===== config.mk =====
export PLATFORM = sky130hd
export DESIGN_NAME = shift_seq_ctrl
export DESIGN_NICKNAME = d
export VERILOG_FILES = /design/src/rtl/shift_pkg.sv /design/src/rtl/shift_step_unit.sv /design/src/rtl/shift_seq_ctrl.sv
export SDC_FILE = /design/constraint.sdc
export NUM_CORES = 1
export LEC_CHECK = 0
export ABC_AREA = 0
export BUFFER_PORTS_ARGS = -buffer_cell sky130_fd_sc_hd__buf_2
export CAP_MARGIN = 10
export CORE_MARGIN = 4
export CORE_UTILIZATION = 42
export DETAILED_ROUTE_END_ITERATION = 8
export GPL_ROUTABILITY_DRIVEN = 0
export PLACE_DENSITY = 0.63
export SLEW_MARGIN = 20
export SYNTH_ARGS = -nofsm -noshare
export SYNTH_HDL_FRONTEND = slang
export SYNTH_SLANG_ARGS = --single-unit

===== constraint.sdc =====
create_clock -name clk_i -period 4.9 [get_ports clk_i]
set_input_delay 0.245 -clock clk_i [delete_from_list [all_inputs] [get_ports clk_i]]
set_output_delay 0.245 -clock clk_i [all_outputs]
set_load 0.01 [all_outputs]

===== src/rtl/shift_pkg.sv =====
// Shared types for the multi-cycle shift sequencer.
package shift_pkg;

    typedef enum logic [1:0] {
        SH_SLL = 2'b00,
        SH_SRL = 2'b01,
        SH_RSV = 2'b10,
        SH_SRA = 2'b11
    } shift_op_e;

    typedef enum logic [1:0] {
        ST_IDLE,
        ST_SHIFT,
        ST_DONE
    } shift_state_e;

endpackage


===== src/rtl/shift_step_unit.sv =====
// Combinational step shifter: moves the accumulator by at most MAX_STEP positions.
module shift_step_unit
    import shift_pkg::*;
#(
    parameter int XLEN     = 32,
    parameter int MAX_STEP = 8
) (
    input  logic [XLEN-1:0]                  acc_i,
    input  shift_op_e                        op_i,
    input  logic [$clog2(MAX_STEP+1)-1:0]    step_i,
    output logic [XLEN-1:0]                  acc_o
);

    // SH_RSV falls into the default branch and behaves as a left shift.
    always_comb begin
        acc_o = acc_i << step_i;
        case (op_i)
            SH_SRL:  acc_o = acc_i >> step_i;
            SH_SRA:  acc_o = $signed(acc_i) >>> step_i;
            default: acc_o = acc_i << step_i;
        endcase
    end

endmodule


===== src/rtl/shift_seq_ctrl.sv =====
// Shift sequencer: accepts one SLL/SRL/SRA, walks it through the step shifter, holds the result.
//  state    | meaning
//  ST_IDLE  | ready for a request, no result pending
//  ST_SHIFT | applying up to MAX_STEP positions per cycle until rem reaches zero
//  ST_DONE  | result valid on rd_o, waiting for the consumer
module shift_seq_ctrl
    import shift_pkg::*;
#(
    parameter int XLEN     = 32,
    parameter int MAX_STEP = 8
) (
    input  logic            clk_i,
    input  logic            rst_ni,
    input  logic            valid_i,
    output logic            ready_o,
    input  logic [1:0]      op_i,
    input  logic [XLEN-1:0] rs1_i,
    input  logic [XLEN-1:0] rs2_i,
    input  logic            flush_i,
    output logic            valid_o,
    input  logic            ready_i,
    output logic [XLEN-1:0] rd_o,
    output logic            busy_o
);

    localparam int SHW = $clog2(XLEN);
    localparam int SW  = $clog2(MAX_STEP + 1);

    shift_state_e    state_q;
    shift_op_e       op_q;
    logic [XLEN-1:0] acc_q;
    logic [SHW-1:0]  rem_q;
    logic            valid_q;
    logic            ready_q;
    logic            busy_q;

    logic [SHW:0]    rem_ext;
    logic [SHW:0]    max_ext;
    logic [SHW:0]    step_full;
    logic [SW-1:0]   step_d;
    logic [SHW-1:0]  rem_d;
    logic [XLEN-1:0] acc_d;
    logic            rs2_hi_unused;

    assign rs2_hi_unused = ^rs2_i[XLEN-1:SHW];

    // One extra bit so MAX_STEP=XLEN still compares correctly against rem.
    always_comb begin
        rem_ext   = {1'b0, rem_q};
        max_ext   = (SHW+1)'(MAX_STEP);
        step_full = (rem_ext < max_ext) ? rem_ext : max_ext;
        step_d    = SW'(step_full);
        rem_d     = rem_q - step_full[SHW-1:0];
    end

    shift_step_unit #(
        .XLEN     (XLEN),
        .MAX_STEP (MAX_STEP)
    ) u_step (
        .acc_i  (acc_q),
        .op_i   (op_q),
        .step_i (step_d),
        .acc_o  (acc_d)
    );

    always_ff @(posedge clk_i or negedge rst_ni) begin
        if (!rst_ni) begin
            state_q <= ST_IDLE;
            op_q    <= SH_SLL;
            acc_q   <= '0;
            rem_q   <= '0;
            valid_q <= 1'b0;
            ready_q <= 1'b1;
            busy_q  <= 1'b0;
        end else if (flush_i) begin
            state_q <= ST_IDLE;
            rem_q   <= '0;
            valid_q <= 1'b0;
            ready_q <= 1'b1;
            busy_q  <= 1'b0;
        end else begin
            case (state_q)
                ST_IDLE: begin
                    if (valid_i) begin
                        acc_q   <= rs1_i;
                        op_q    <= shift_op_e'(op_i);
                        rem_q   <= rs2_i[SHW-1:0];
                        ready_q <= 1'b0;
                        busy_q  <= 1'b1;
                        if (rs2_i[SHW-1:0] == '0) begin
                            state_q <= ST_DONE;
                            valid_q <= 1'b1;
                        end else begin
                            state_q <= ST_SHIFT;
                        end
                    end
                end
                ST_SHIFT: begin
                    acc_q <= acc_d;
                    rem_q <= rem_d;
                    if (rem_d == '0) begin
                        state_q <= ST_DONE;
                        valid_q <= 1'b1;
                    end
                end
                ST_DONE: begin
                    if (ready_i) begin
                        state_q <= ST_IDLE;
                        valid_q <= 1'b0;
                        ready_q <= 1'b1;
                        busy_q  <= 1'b0;
                    end
                end
                default: begin
                    state_q <= ST_IDLE;
                    valid_q <= 1'b0;
                    ready_q <= 1'b1;
                    busy_q  <= 1'b0;
                end
            endcase
        end
    end

    assign rd_o    = acc_q;
    assign valid_o = valid_q;
    assign ready_o = ready_q;
    assign busy_o  = busy_q;

endmodule


# Word level (Yosys, flattened, before mapping)
# Cells that the tools add are included.
# totals
ff_bits	44
out_inout_bits	35
wordCells	60
# op_classes
add_sub_neg	1
order_cmp	1
eq_ne	10
n_shift	3
mux	26
n_bitwise	1
reduce_logical	11
# op_table
cell	n
case mux 32 bit (2 select lines)	2
2-to-1 mux 32 bit	1
left shift 32 x 4 -> 32 bit	1
>> shifter 32 x 4 -> 32 bit	1
>>> shifter 32 x 4 -> 32 bit	1
2-to-1 mux 5 bit	3
!= test 3 bit, second input constant	4
AND reduction 3 bit	4
logical NOT 5 bit	2
2-to-1 mux 1 bit	10
2-to-1 mux 2 bit	5
case mux 5 bit (2 select lines)	1
case mux 1 bit (3 select lines)	3
case mux 2 bit (3 select lines)	1
less-than comparator 5 x 4 -> 1 bit, second input constant	1
subtractor 5 bit	1
equality test 2 x 1 -> 1 bit, second input constant	2
equality test 2 bit, second input constant	2
!= test 2 bit, second input constant	2
AND reduction 4 bit	1
nonzero test 3 bit	1
logical NOT 2 bit	1
AND reduction 2 bit	1
nonzero test 2 bit	1
NOT 1 bit	1

# Logic depth before layout (Yosys ltp)
# Gate-level depths: netlist of run 1.
# logic_depth
word_depth	7
ltp_mapped	11
mapped_depth_nobuf	8

# Cells and area by module
# From an unflattened synthesis of run 1, not the netlist that was laid out.
# unflattened
hier_cells	727
area_unflattened_um2	5995.8
# by_module_without_submodules
module	instances	cells_per_inst	area_each_um2	seq_area_each_um2
shift_step_unit	1	495	3733.6	0.0
shift_seq_ctrl	1	232	2262.2	1102.3

# Worst setup path before layout of run 1
# Ideal clock, no wire load.
# synth_path
path_type	reg2reg
from	register rem_q[1]
to	register state_q[1]
arrival_time_ps	2468
required_time_ps	4822
setup_slack_ps	2354
path_stages_with_launch	12
synth_period_minus_slack_ps	2546
path_cell_list	dfrtp_1 > buf_2 > buf_2 > buf_2 > buf_1 > nand2_1 > ha_1 > o311ai_1 > o31ai_1 > a2111oi_1 > o21ai_0 > a21oi_1
# synth_between
elab_chain_len	6
# synth_rtl
item	line	rtl
start: declaration	shift_seq_ctrl.sv:32	logic [SHW-1:0] rem_q;
start signal: assignment	shift_seq_ctrl.sv:87	rem_q <= rs2_i[SHW-1:0];
start signal: assignment	shift_seq_ctrl.sv:100	rem_q <= rem_d;
less-than comparator 5 x 4 -> 1 bit	shift_seq_ctrl.sv:51	step_full = (rem_ext < max_ext) ? rem_ext : max_ext;
2-to-1 mux 5 bit	shift_seq_ctrl.sv:51	
subtractor 5 bit (*)	shift_seq_ctrl.sv:53	rem_d = rem_q - step_full[SHW-1:0];
logical NOT 5 bit (*)	shift_seq_ctrl.sv:101	if (rem_d == '0) begin
!= test 3 bit (no source line) (*)	-	
AND reduction 3 bit (no source line) (*)	-	
end signal: assignment	shift_seq_ctrl.sv:102	state_q <= ST_DONE;
end signal: assignment	shift_seq_ctrl.sv:108	state_q <= ST_IDLE;
end signal: assignment	shift_seq_ctrl.sv:115	state_q <= ST_IDLE;
end: declaration	shift_seq_ctrl.sv:29	shift_state_e state_q;
# Mark *: on every way between the ends. The rest lies on a longest branch, timed or not.
# A chain may end at the register's enable or synchronous reset.

# Worst setup path in the final report of run 1
# layout_path
from	register rem_q[2]
to	register acc_q[19] (netlist: rd_o[19])
# layout_between
elab_chain_len	5
word_cells_on_any_way	7
classes_between	order compare (1); shift (3); mux (3)
# layout_rtl
item	line	rtl
less-than comparator 5 x 4 -> 1 bit	shift_seq_ctrl.sv:51	
2-to-1 mux 5 bit (*)	shift_seq_ctrl.sv:51	
left shift 32 x 4 -> 32 bit, or another cell as far along	shift_step_unit.sv:20	default: acc_o = acc_i << step_i;
case mux 32 bit (2 select lines) (*)	shift_step_unit.sv:17	case (op_i)
case mux 32 bit (2 select lines) (*)	shift_seq_ctrl.sv:82	case (state_q)
end signal: assignment	shift_seq_ctrl.sv:85	acc_q <= rs1_i;
end: declaration	shift_seq_ctrl.sv:31	logic [XLEN-1:0] acc_q;
# Marks and branches as above.

==> impl_metrics.yaml, run 1 <==
run_status:
  outcome: "completed"
final_layout:
  fin_area_mm2: 0.00635
  layout_common_cells: "78 x buf_2, 70 x nand2_1, 66 x o21ai_0, 60 x a21oi_1, 46 x nor2_1"
  layout_commonest_cell: "buf_2"
  area_delta_synth_final_pct: 7.66
  final_layout_size_suffix_gt1_share_pct: 20.9
  final_nets: 857
  antenna_cells: 0
  fillers: 1402
detailed_routing:
  viasPerCell: 7.52
  drc_errors: 0
  via_count: 7261
  wl_um: 24200
  postRouteAntennaNets: 0
  drt-initial-drc-count: 1362
  wl_per_cell_um: 25.1
  drt_pass1_iterations: 6
power:
  internal_power_w: 0.00126
  power_switching_w: 0.00132
  clkPwrFrac_pct: 16.2
  p_seq_share_pct: 31.3
  combPwrFrac_pct: 52.5
  pwr_density_cell_mw_per_mm2: 407
  ir_drop_mv: 0.211
  p_leak_nw: 2.30
  p_sw_share_pct: 51.1
  power_w: 0.00258
synth:
  syn_area_mm2: 0.00590
  synth-adder-area-share_pct: 0.212
  synth-edff-count: 0
  syn_avg_cell_area_um2: 7.47
  async_reset_ff_share_pct: 100
  synth_area_leader_cell: "dfrtp_1"
  synth_compound_gate_area_share_pct: 37.5
  synth_seq_area_share_pct: 18.7
  synth-xor-area-share_pct: 0
  netlist_instances: 789
  netlist_top_cells_area: "dfrtp_1 18%, mux4_2 6.1%, o21ai_0 5.6%"
  synth_warnings: 0
  syn_nets: 861
  yosysTopAreaCellShare_pct: 18.2
  synth_top_family_by_area: "compound AO/OA/AOI/OAI gates"
  ys_ff_latch: 44
  synthFlopType: "dfrtp_1"
  synthMuxAreaShare_pct: 11.5
  synth_simple_gate_area_share_pct: 23.0
  ys_types: 80
worst_setup_path:
  r2r-end: "rd_o[19]$_DFFE_PN0P_"
  end_kind: "flop"
  critPathKind: "flop to flop"
  critPathMaxFanout: 22
  cp-start-kind: "flop"
  critPathArrivalTime_ns: 3.67
  reg2regPathDepth: 5
  cp.required_ns: 5.09
  r2r-start: "rem_q[2]$_DFFE_PN0P_"
  rrSetupSlack_ns: 1.43
clock_network:
  clkTransAtPathRegs_ns: 0.07
  cts_tree: "built"
  clk_latency_ns: 0.31
  cts_sinks: 44
  clock-root-buffer: "clkbuf_16"
  post_cts_buffers: 0
  cts_buffers: 5
  cts_hold_buffers: 0
  ctsResizeCount: 0
  cts_htree_levels: 2
  cts.path.max_buffers: 2
flow_run:
  cap_violations: 0
global_route:
  antenna_found_initial: 0
  grt_overflow: 0
  grt_util_all_layers_pct: 29.3
  grt_pass1_vias: 6782
  grt_pass1_wl_um: 38200
  grt_max_degree: 79
timing:
  hold_viol: 0
  finalSetupViolCount: 0
  holdWs_ns: 0.0420
  rsz0062_at_grt: "false"
  slew_headroom_pct: 26.6
  fin_crit_sh_pct: 70.9
  worst_pin_slew_ns: 1.10
  clock.fmax_mhz: 288
  slew_viol_final: 0
  min_period_ns: 3.47
  skew_ns: 0.00889
  tns_ns: 0
floorplan:
  rows: 43
  start_util_pct: 42.6
  dieArea_mm2: 0.0160
  die_w_um: 126
  die_h_um: 126
  core_area_mm2: 0.0138
  io_pins: 106
placement:
  placed_area_mm2: 0.00618
  port_buffers: 78
  dp_hpwl_um: 15400
min_path:
  min_path_type: "primary input to asynchronous set/reset pin"
-- power groups by stage --
stage	logic (W)	clock network (W)	registers, W
2_1_floorplan	0.00107	0	0.000583
3_3_place_gp	0.00130	0	0.000781
3_5_place_dp	0.00131	0	0.000788
4_1_cts	0.00132	0.000420	0.000781
5_1_grt	0.00146	0.000437	0.000814
6_report	0.00136	0.000419	0.000808
-- through the flow --
stage	setup WS [ns]	std cells	util, %
after global routing	1.38	966	45.9
final	1.43	966	45.9
after global placement	1.75	958	44.7
after floorplan	2.35	789	-
after CTS	1.64	966	45.9
after detailed placement	1.69	958	44.7
-- metal layers --
layer	wire length, µm	global-route usage (%)	share of wire, %	vias up
li1	-	-	-	3052
met1	9470	40.6	39	3474
met2	10500	43.7	43	627
met3	3270	7.62	14	108
met4	999	11.0	4.1	0
met5	0	0	0	-
-- sequential cells by signal (all words and copies together), names as in the netlist --
| name | cells |
|---|---|
| rem_q | 5 |
| rd_o | 32 |
| ready_o | 1 |
| busy_o | 1 |
| valid_o | 1 |
| op_q | 2 |
| state_q | 2 |
-- synthesized netlist by cell type (16+ instances only) --
library cell	instances
a211oi_1	18
a21oi_1	60
a31oi_1	23
buf_2	39
clkbuf_1	57
dfrtp_1	43
mux2i_1	19
mux4_2	16
nand2_1	70
nor2_1	47
nor3_1	31
o21ai_0	66
o22ai_1	16
or3_1	30
-- cells by family after synthesis --
kind of cell	after synthesis
fa+ha+maj	1
compound gates	321
mux	45
other cells	1
buf+inv	116
flops	44
simple gates	261
-- critical path, cell delays in order, from the launching register on --
cell and delay, ns:
dfrtp_1 1.00, inv_1 0.66, nor3_1 1.00, buf_4 0.30
o221ai_1 0.12, a31oi_1 0.27
-- worst max-delay path by stage --
stage / from / to / slack, ns / cells past startpoint
5_1_grt: rem_q[4]$_DFFE_PN0P_ / state_q[1]$_DFFE_PN0P_ / 1.38 / 9
3_5_place_dp: rem_q[4]$_DFFE_PN0P_ / valid_o$_DFFE_PN0P_ / 1.69 / 9
6_report: rem_q[2]$_DFFE_PN0P_ / rd_o[19]$_DFFE_PN0P_ / 1.43 / 5
2_1_floorplan: rem_q[1]$_DFFE_PN0P_ / state_q[1]$_DFFE_PN0P_ / 2.35 / 11
3_3_place_gp: rem_q[4]$_DFFE_PN0P_ / valid_o$_DFFE_PN0P_ / 1.75 / 9
4_1_cts: rem_q[4]$_DFFE_PN0P_ / state_q[1]$_DFFE_PN0P_ / 1.64 / 9
-- final cells by class --
class	count	area (µm²)	area share [%]
clock buffer	5	125	1.97
clock inverter	3	46.3	0.729
inverter	7	26.3	0.414
sequential	44	1100	17.4
tap	180	225	3.55
multi-input combinational	629	4280	67.4
timing repair buffer	98	541	8.51
No activity file was read; power rests on OpenSTA's default activity.
==> run 2, diff against run 1 <==
==> constraint.sdc (replaced) <==
create_clock -name clk_i -period 3.6 [get_ports clk_i]
set_input_delay 0.18 -clock clk_i [delete_from_list [all_inputs] [get_ports clk_i]]
set_output_delay 0.18 -clock clk_i [all_outputs]
set_load 0.01 [all_outputs]
==> impl_metrics.yaml, run 2 (synthesized netlist as in run 1, its figures left out) <==
detailed_routing:
  postRouteAntennaNets: 0
  wl_um: 24700
  drt-initial-drc-count: 1146
  via_count: 7244
  viasPerCell: 7.42
  drc_errors: 0
  drt_pass1_iterations: 6
  wl_per_cell_um: 25.3
final_layout:
  layout_common_cells: "78 x buf_2, 70 x nand2_1, 66 x o21ai_0, 60 x a21oi_1, 46 x nor2_1"
  antenna_cells: 0
  final_nets: 867
  area_delta_synth_final_pct: 9.19
  final_util_pct: 46.6
  fin_cells: 976
  layout_commonest_cell: "buf_2"
  largest_reg_flops: 32
  final_layout_size_suffix_gt1_share_pct: 21.7
timing:
  clock.fmax_mhz: 369
  min_period_ns: 2.71
  worst_pin_slew_ns: 1.11
  setup_slack_ns: 0.892
  tns_ns: 0
  fin_crit_sh_pct: 75.2
  slew_viol_final: 0
  finalSetupViolCount: 0
  skew_ns: 0.0181
  rsz0062_at_grt: "false"
  slew_headroom_pct: 25.7
  hold_viol: 0
global_route:
  grt_util_all_layers_pct: 30.0
  grt_pass1_wl_um: 39000
  grt_overflow: 0
  antenna_found_initial: 0
  grt_pass1_vias: 6887
  grt_max_degree: 60
clock_network:
  cts_tree: "built"
  clock-root-buffer: "clkbuf_16"
  cts_sinks: 44
  post_cts_buffers: 0
  cts_buffers: 5
  clk_latency_ns: 0.31
  cts.path.max_buffers: 2
  ctsResizeCount: 0
  cts_htree_levels: 2
  clkTransAtPathRegs_ns: 0.07
floorplan:
  start_util_pct: 42.6
  die_h_um: 126
  core_area_mm2: 0.0138
  io_pins: 106
  dieArea_mm2: 0.0160
  rows: 43
  die_w_um: 126
worst_setup_path:
  cp-start-kind: "flop"
  critPathArrivalTime_ns: 2.92
  critPathMaxFanout: 26
  crit_family: "compound AO/OA/AOI/OAI gates"
  crit_buf_inv: 1
  end_kind: "flop"
  critPathKind: "flop to flop"
  slowest_delay_ns: 0.57
  cpMaxStageDelayCell: "or3b_2"
  cp.required_ns: 3.81
  rrSetupSlack_ns: 0.89
  worstPathCellList: "or3b_2, buf_4, o31ai_1, o211a_1, a2111o_1, a31oi_1"
placement:
  placed_cells: 967
  dp_hpwl_um: 16000
  port_buffers: 78
  pre_cts_ws_ns: 0.991
power:
  ir_drop_mv: 0.408
  pwr_density_cell_mw_per_mm2: 553
  p_leak_nw: 2.35
min_path:
  min_path_type: "primary input to flop"
run_status:
  outcome: "completed"
flow_run:
  cap_violations: 0
run 2: cell count changes in the layout (fill, tap and decap cells not counted), sizes merged:
cell and delta:
buf +9, dlygate4sd3 +1
run 2: worst paths after layout:
check / cells past startpoint / end / startpoint
max in group asynchronous: 3 / rem_q[1]$_DFFE_PN0P_ / rst_ni
worst min register to register: 2 / valid_o$_DFFE_PN0P_ / valid_o$_DFFE_PN0P_
worst min-delay path: 3 / op_q[0]$_DFFE_PN0P_ / op_i[0]
min in group asynchronous: 2 / rd_o[22]$_DFFE_PN0P_ / rst_ni
worst max-delay path: 6 / rd_o[15]$_DFFE_PN0P_ / rem_q[4]$_DFFE_PN0P_
worst max register to register: 6 / rd_o[15]$_DFFE_PN0P_ / rem_q[4]$_DFFE_PN0P_
run 2: through the flow:
step	power, W	area [µm²]	hold WS (ns)
floorplan	0.00225	5900	-0.116
global placement	0.00286	6240	0.390
detailed placement	0.00289	6260	0.181
CTS	0.00348	6440	0.0727
global route	0.00375	6440	0.0745
finish	0.00356	6440	0.0780
run 2: repair_timing:
item	4_1_cts	5_1_grt
hold buffers	1	0
setup endpoints to repair	0	0
endpoints found under the hold margin	17	0
run 2: area by class of cell:
class	count	area (µm²)
Fill cell	1375	7390
Multi-Input combinational cell	629	4280
Sequential cell	44	1100
Timing Repair Buffer	108	631
Tap cell	180	225
Clock buffer	5	125
Clock inverter	3	46.3
Inverter	7	26.3
run 2: metal layers:
layer  track usage, %  vias up  wire [µm]
li1                 -     3056          -
met1             41.6     3420       9490
met2             43.3      662      10600
met3             9.60      106       3630
met4             12.1        0        953
met5                0        -          0
run 2: report_power, final:
part / internal, W / switching, W
Combinational: 0.000802 / 0.00110
Sequential: 0.000608 / 0.000477
Clock: 0.000331 / 0.000246
Total: 0.00174 / 0.00182
run 2: worst reg2reg max path, cell delays in order (launching register included):
cell and delay [ns]:
dfrtp_1 0.56, or3b_2 0.57, buf_4 0.49, o31ai_1 0.17, o211a_1 0.26, a2111o_1 0.37
a31oi_1 0.19
